==> config.mk <==
export PLATFORM = sky130hd
export DESIGN_NAME = dbus_xbar
export DESIGN_NICKNAME = d
export VERILOG_FILES = /design/src/rtl/dbus_xbar.sv
export SDC_FILE = /design/constraint.sdc
export NUM_CORES = 1
export LEC_CHECK = 0
export ABC_AREA = 1
export BUFFER_PORTS_ARGS = -buffer_cell sky130_fd_sc_hd__buf_2
export CORE_AREA = 2 2 320 322
export CTS_CLUSTER_DIAMETER = 50
export DETAILED_ROUTE_END_ITERATION = 10
export DIE_AREA = 0 0 322 324
export PLACE_DENSITY_LB_ADDON = 0.12
export SLEW_MARGIN = 30
export SYNTH_ARGS = -nofsm -noshare
export SYNTH_HDL_FRONTEND = slang
export SYNTH_SLANG_ARGS = --single-unit
==> constraint.sdc <==
create_clock -name clk_i -period 4.4 [get_ports clk_i]
set_input_delay 0 -clock clk_i [delete_from_list [all_inputs] [get_ports clk_i]]
set_output_delay 0 -clock clk_i [all_outputs]
set_load 0.05 [all_outputs]
==> src/rtl/dbus_xbar.sv <==
// Data-bus crossbar: address-window decode, per-slave round-robin arbitration,
// one-cycle read return with unmapped-address error reporting.
module dbus_xbar #(
    parameter int unsigned NCORES     = 4,
    parameter int unsigned NSLAVES    = 4,
    parameter int unsigned ADDR_WIDTH = 32,
    parameter int unsigned DATA_WIDTH = 32,
    parameter int unsigned STRB_WIDTH = DATA_WIDTH / 8,
    parameter logic [NSLAVES*ADDR_WIDTH-1:0] SLAVE_BASE =
        {32'h10000000, 32'h20000000, 32'h40001000, 32'h40000000},
    parameter logic [NSLAVES*ADDR_WIDTH-1:0] SLAVE_MASK =
        {32'hF0000000, 32'hF0000000, 32'hFFFFF000, 32'hFFFFF000}
) (
    input  logic                           clk_i,
    input  logic                           rst_ni,
    input  logic [NCORES-1:0]              m_req_i,
    input  logic [NCORES-1:0]              m_we_i,
    input  logic [NCORES*ADDR_WIDTH-1:0]   m_addr_i,
    input  logic [NCORES*DATA_WIDTH-1:0]   m_wdata_i,
    input  logic [NCORES*STRB_WIDTH-1:0]   m_wstrb_i,
    output logic [NCORES-1:0]              m_stall_o,
    output logic [NCORES-1:0]              m_rvalid_o,
    output logic [NCORES*DATA_WIDTH-1:0]   m_rdata_o,
    output logic [NCORES-1:0]              m_err_o,
    output logic [NSLAVES-1:0]             s_req_o,
    output logic [NSLAVES-1:0]             s_we_o,
    output logic [NSLAVES*ADDR_WIDTH-1:0]  s_addr_o,
    output logic [NSLAVES*DATA_WIDTH-1:0]  s_wdata_o,
    output logic [NSLAVES*STRB_WIDTH-1:0]  s_wstrb_o,
    input  logic [NSLAVES-1:0]             s_ready_i,
    input  logic [NSLAVES*DATA_WIDTH-1:0]  s_rdata_i
);

    localparam int unsigned PW = (NCORES > 1) ? $clog2(NCORES) : 1;
    localparam int unsigned SW = (NSLAVES > 1) ? $clog2(NSLAVES) : 1;

    logic [NCORES-1:0]     hit;
    logic [SW-1:0]         sel     [NCORES];
    logic [PW-1:0]         rr_ptr  [NSLAVES];
    logic [PW-1:0]         s_win   [NSLAVES];
    logic [NSLAVES-1:0]    s_gnt;
    logic [NCORES-1:0]     m_gnt;
    logic [NCORES-1:0]     rd_pend;
    logic [NCORES-1:0]     rd_unm;
    logic [NCORES-1:0]     err_q;
    logic [SW-1:0]         rd_sel  [NCORES];
    logic [DATA_WIDTH-1:0] rd_mux  [NCORES];
    logic [DATA_WIDTH-1:0] rdata_q [NCORES];

    // Lowest-indexed matching window wins.
    always_comb begin
        for (int unsigned c = 0; c < NCORES; c++) begin
            hit[c] = 1'b0;
            sel[c] = '0;
            for (int unsigned s = 0; s < NSLAVES; s++) begin
                if (!hit[c] &&
                    ((m_addr_i[c*ADDR_WIDTH +: ADDR_WIDTH] & SLAVE_MASK[s*ADDR_WIDTH +: ADDR_WIDTH]) ==
                     (SLAVE_BASE[s*ADDR_WIDTH +: ADDR_WIDTH] & SLAVE_MASK[s*ADDR_WIDTH +: ADDR_WIDTH]))) begin
                    hit[c] = 1'b1;
                    sel[c] = SW'(s);
                end
            end
        end
    end

    // Round-robin as minimum circular distance from rr_ptr, avoiding computed indices.
    always_comb begin : arb
        int unsigned rr;
        int unsigned d;
        int unsigned best;
        for (int unsigned s = 0; s < NSLAVES; s++) begin
            rr       = 32'(rr_ptr[s]);
            best     = NCORES;
            d        = 0;
            s_win[s] = '0;
            for (int unsigned c = 0; c < NCORES; c++) begin
                if (m_req_i[c] && hit[c] && (sel[c] == SW'(s))) begin
                    d = (c >= rr) ? (c - rr) : (c + NCORES - rr);
                    if (d < best) begin
                        best     = d;
                        s_win[s] = PW'(c);
                    end
                end
            end
            s_gnt[s] = (best < NCORES) && s_ready_i[s];
        end
    end

    always_comb begin
        m_gnt = '0;
        for (int unsigned c = 0; c < NCORES; c++) begin
            for (int unsigned s = 0; s < NSLAVES; s++) begin
                if (s_gnt[s] && (s_win[s] == PW'(c))) begin
                    m_gnt[c] = 1'b1;
                end
            end
        end
    end

    assign m_stall_o = m_req_i & hit & ~m_gnt;

    always_comb begin
        s_req_o   = '0;
        s_we_o    = '0;
        s_addr_o  = '0;
        s_wdata_o = '0;
        s_wstrb_o = '0;
        for (int unsigned s = 0; s < NSLAVES; s++) begin
            if (s_gnt[s] && rst_ni) begin
                s_req_o[s] = 1'b1;
                for (int unsigned c = 0; c < NCORES; c++) begin
                    if (s_win[s] == PW'(c)) begin
                        s_we_o[s]                             = m_we_i[c];
                        s_addr_o[s*ADDR_WIDTH +: ADDR_WIDTH]  = m_addr_i[c*ADDR_WIDTH +: ADDR_WIDTH];
                        s_wdata_o[s*DATA_WIDTH +: DATA_WIDTH] = m_wdata_i[c*DATA_WIDTH +: DATA_WIDTH];
                        s_wstrb_o[s*STRB_WIDTH +: STRB_WIDTH] = m_wstrb_i[c*STRB_WIDTH +: STRB_WIDTH];
                    end
                end
            end
        end
    end

    always_ff @(posedge clk_i or negedge rst_ni) begin
        if (!rst_ni) begin
            for (int unsigned s = 0; s < NSLAVES; s++) begin
                rr_ptr[s] <= '0;
            end
            for (int unsigned c = 0; c < NCORES; c++) begin
                rd_sel[c]  <= '0;
                rdata_q[c] <= '0;
            end
            rd_pend <= '0;
            rd_unm  <= '0;
            err_q   <= '0;
        end else begin
            for (int unsigned s = 0; s < NSLAVES; s++) begin
                if (s_gnt[s]) begin
                    rr_ptr[s] <= (32'(s_win[s]) == NCORES - 1) ? '0 : PW'(32'(s_win[s]) + 1);
                end
            end
            for (int unsigned c = 0; c < NCORES; c++) begin
                rd_pend[c] <= m_req_i[c] & ~m_we_i[c] & (m_gnt[c] | ~hit[c]);
                rd_unm[c]  <= ~hit[c];
                rd_sel[c]  <= sel[c];
                err_q[c]   <= m_req_i[c] & ~hit[c];
                if (rd_pend[c]) begin
                    rdata_q[c] <= rd_mux[c];
                end
            end
        end
    end

    // Returned data is muxed live from the slave; rdata_q only holds it afterwards.
    always_comb begin
        for (int unsigned c = 0; c < NCORES; c++) begin
            rd_mux[c] = '0;
            if (!rd_unm[c]) begin
                for (int unsigned s = 0; s < NSLAVES; s++) begin
                    if (rd_sel[c] == SW'(s)) begin
                        rd_mux[c] = s_rdata_i[s*DATA_WIDTH +: DATA_WIDTH];
                    end
                end
            end
            m_rdata_o[c*DATA_WIDTH +: DATA_WIDTH] = rd_pend[c] ? rd_mux[c] : rdata_q[c];
        end
    end

    assign m_rvalid_o = rd_pend;
    assign m_err_o    = err_q;

endmodule

==> results.py <==
metrics = {
    "critical_path": {
        "critPathMaxFanout": 7,
        "crit_type": "reg2out",
        "end_kind": "primary output",
        "r2r_setup_slack_ns": 0.22,
        "r2r_end": "m_rvalid_o[3]",
        "start_kind": "flop",
        "critPathArrivalTime_ns": 4.86,
        "crit_slowest_cell": "dfrtp_1",
        "cpPeakStageDelay_ns": 0.41,
        "worstPathRequired_ns": 4.40,
        "reg2regPathDepth": 33,
        "rr_startpoint": "rr_ptr[2]",
        "cp_common_cell": "nand2_1",
    },
    "cells_and_area": {
        "fin_area_um2": 40410,
        "drive_gt1_share_pct": 48.24,
        "syn2layout_area_growth_pct": 88.58,
        "fill_cells": 10590,
        "nets": 5046,
        "layout.cells.non_filler": 5913,
    },
    "clocking": {
        "cts_tree": "built",
        "h-tree-depth": 4,
        "clk_pin_slew_ns": 0.08,
        "clock-root-buffer": "clkbuf_16",
        "clkLatencyLatePin_ns": 0.46,
        "clockBufferDepth": 2,
        "cts_buffers": 17,
        "cts.sinks": 156,
    },
    "sta": {
        "fin_tns_setup_ns": -71.39,
        "fin_crit_sh_pct": 110.4,
        "finalWorstSetupSlack_ns": -0.4587,
        "report.final.setup_viol": 280,
        "slew_headroom_pct": 33.40,
        "clock_skew_ns": 0.01420,
        "drv_slew": 0,
        "period_minus_slack_ns": 4.859,
        "worst_pin_slew_ns": 0.9966,
        "rsz0062_at_grt": "true",
        "holdWs_ns": 0.03909,
        "hold_viol": 0,
        "fmax_mhz": 205.8,
    },
    "drt": {
        "num_vias": 32240,
        "drtPass1Iterations": 6,
        "totalWireLength_um": 167600,
        "antenna_left": 0,
        "routedWlPerCell_um": 28.35,
        "drc": 0,
        "vias_per_cell": 5.453,
        "first_iter_violations": 3162,
    },
    "placed_design": {
        "post-place-ws_ns": -0.6649,
        "place_area_um2": 32040,
        "dp_cells": 5622,
        "port_buffers": 833,
        "dp_hpwl_um": 116800,
        "gp_congestion": 0.9136,
    },
    "global_route": {
        "first_global_vias": 30790,
        "gr-total-overflow": 0,
        "grt_max_degree": 134,
        "track_usage_pct": 29.60,
        "grt_pass1_wl_um": 226700,
        "antenna_found_initial": 36,
    },
    "synth": {
        "synth_area_um2": 21430,
        "synth_enable_flop_cells": 0,
        "dominantRegCellSynth": "dfrtp_1",
        "yosysUniqueCellTypes": 46,
        "synth_cells": 3376,
        "seq_area_frac_synth_pct": 18.22,
        "yosysWarnings": 0,
        "avgSynthCellArea_um2": 6.347,
        "synth-seq-cells": 156,
        "async_flop_share_pct": 100.0,
    },
    "worst_hold_path": {
        "whs_endpoint": "rdata_q[22]",
        "holdPathStages": 5,
        "min_path_type": "in2reg",
        "hp-start": "s_rdata_i[22]",
    },
    "power": {
        "leakagePower_nw": 18.29,
        "powerDensity_nw_per_um2": 154.4,
        "ir_worst_vdd_mv": 0.2813,
    },
    "floorplanning": {
        "std_cell_rows": 117,
        "die_h_um": 324,
        "dieWidth_um": 322,
        "start_util_pct": 21.21,
        "pin_count": 834,
        "die_area_um2": 104300,
        "core_area_um2": 101000,
    },
    "run_status": {
        "status": "finished with violations",
        "violations": "setup timing",
    },
    "run": {
        "drv_cap": 0,
    },
}
cell usage in the layout, fill, tap and decap left out, types with 94 or more instances in the layout:
| cell | synthesis | final |
|---|---|---|
| a21oi_1 | 198 | 173 |
| buf_6 | 12 | 187 |
| nand2_1 | 382 | 331 |
| nor2_4 | 47 | 94 |
| dfrtp_1 | 156 | 147 |
| inv_1 | 537 | 513 |
| o22ai_1 | 227 | 119 |
| buf_2 | 13 | 606 |
| buf_12 | 0 | 174 |
| a211oi_4 | 0 | 94 |
| o221ai_1 | 134 | 94 |
| nor2_1 | 358 | 273 |
| buf_4 | 0 | 334 |
| o21ai_0 | 336 | 189 |
metal layers:
metal  global-route usage, %  vias to the layer above  share of wire (%)
met5                       0                        -               0.14
met4                   9.688                       36                4.3
met3                   5.719                      366                8.2
met2                   50.92                     1821                 48
met1                   36.98                    15760                 39
li1                        -                    14260                  -
what timing repair did:
action | CTS | global route
gates resized for setup | 676 | 658
setup endpoints to repair | 280 | 283
setup buffers | 102 | 75
hold buffers | 43 | 0
cloned | 45 | 24
pin swaps | 157 | 288
hold endpoints to repair | 130 | 0
kinds of logic (layout without fill, tap and decap cells):
family	Yosys count	in the layout	share of synthesized area (%)
adder cells (fa/ha/maj)	52	52	3.036
other	2	20	0.03505
buffers and inverters	858	2064	15.58
AND/OR/NAND/NOR	1039	1043	22.29
flip-flops	156	156	18.22
AO/OA/AOI/OAI	1269	1269	40.84
where the power goes:
| part | total (mW) | switching [mW] | internal [mW] |
|---|---|---|---|
| clock | 1.54 | 0.727 | 0.811 |
| combinational | 3.12 | 1.98 | 1.14 |
| sequential | 1.58 | 0.0480 | 1.53 |
through the flow:
step / utilization [%] / power (mW)
after CTS: 36.94 / 6.076
final: 40.00 / 6.237
after global placement: 31.71 / 4.101
after detailed placement: 31.72 / 4.097
after global routing: 39.98 / 6.529
after floorplan: - / 3.021
registers in the layout (all words and copies together), names as in the netlist:
signal / count
rdata_q: 128
rd_sel: 8
rr_ptr: 6
m_err_o: 4
m_rvalid_o: 4
rd_unm: 4
arb.rr: 2
worst max-delay path: cells and delay by family (launching register included):
family	cells	cell delay, ns
adders and majority gates	4	1.01
AOI/OAI and AO/OA	7	1.17
and+or+nand+nor	13	0.90
DFF	1	0.41
buffers and inverters	8	0.91
worst max-delay path by stage:
stage	end	depth (start not counted)	slack, ns	from
2_1_floorplan	s_wstrb_o[14]	31	-0.06	arb.rr[0]
3_3_place_gp	s_addr_o[62]	38	-0.71	m_addr_i[27]
3_5_place_dp	s_addr_o[62]	38	-0.66	m_addr_i[27]
4_1_cts	s_addr_o[2]	32	-0.46	rr_ptr[6]
5_1_grt	s_addr_o[56]	36	-0.75	rr_ptr[4]
6_report	s_addr_o[91]	32	-0.46	rr_ptr[2]
cells in the mapped netlist (all sizes together), types with 8 or more instances:
master  instances  share of area (%)
inv           561                9.8
nor2          456                 10
nand2         397                7.2
o21ai         337                7.9
clkbuf        232                4.1
o22ai         227                6.6
a21oi         198                4.6
dfrtp         156                 18
o221ai        134                5.5
a22oi         118                4.1
a211oi        104                6.0
nand3          99                2.5
o32ai          65                2.7
a221oi         64                2.6
buf            57                1.5
ha             52                3.0
nor3           49                1.2
nand4          20               0.68
o211ai         13               0.46
nor4           11               0.32
clkinv          8               0.14
layout make-up:
cell class / count / area (um^2) / area share, %
Clock buffer: 19 / 442.9 / 1.096
Inverter: 569 / 2251 / 5.571
Antenna cell: 12 / 30.03 / 0.07431
Clock inverter: 12 / 131.4 / 0.3251
Timing Repair Buffer: 1461 / 14000 / 34.65
Timing Repair inverter: 3 / 31.28 / 0.07741
Sequential cell: 156 / 3915 / 9.689
Multi-Input combinational cell: 2372 / 17970 / 44.46
Tap cell: 1309 / 1638 / 4.053
(Power assumes the default switching activity.)
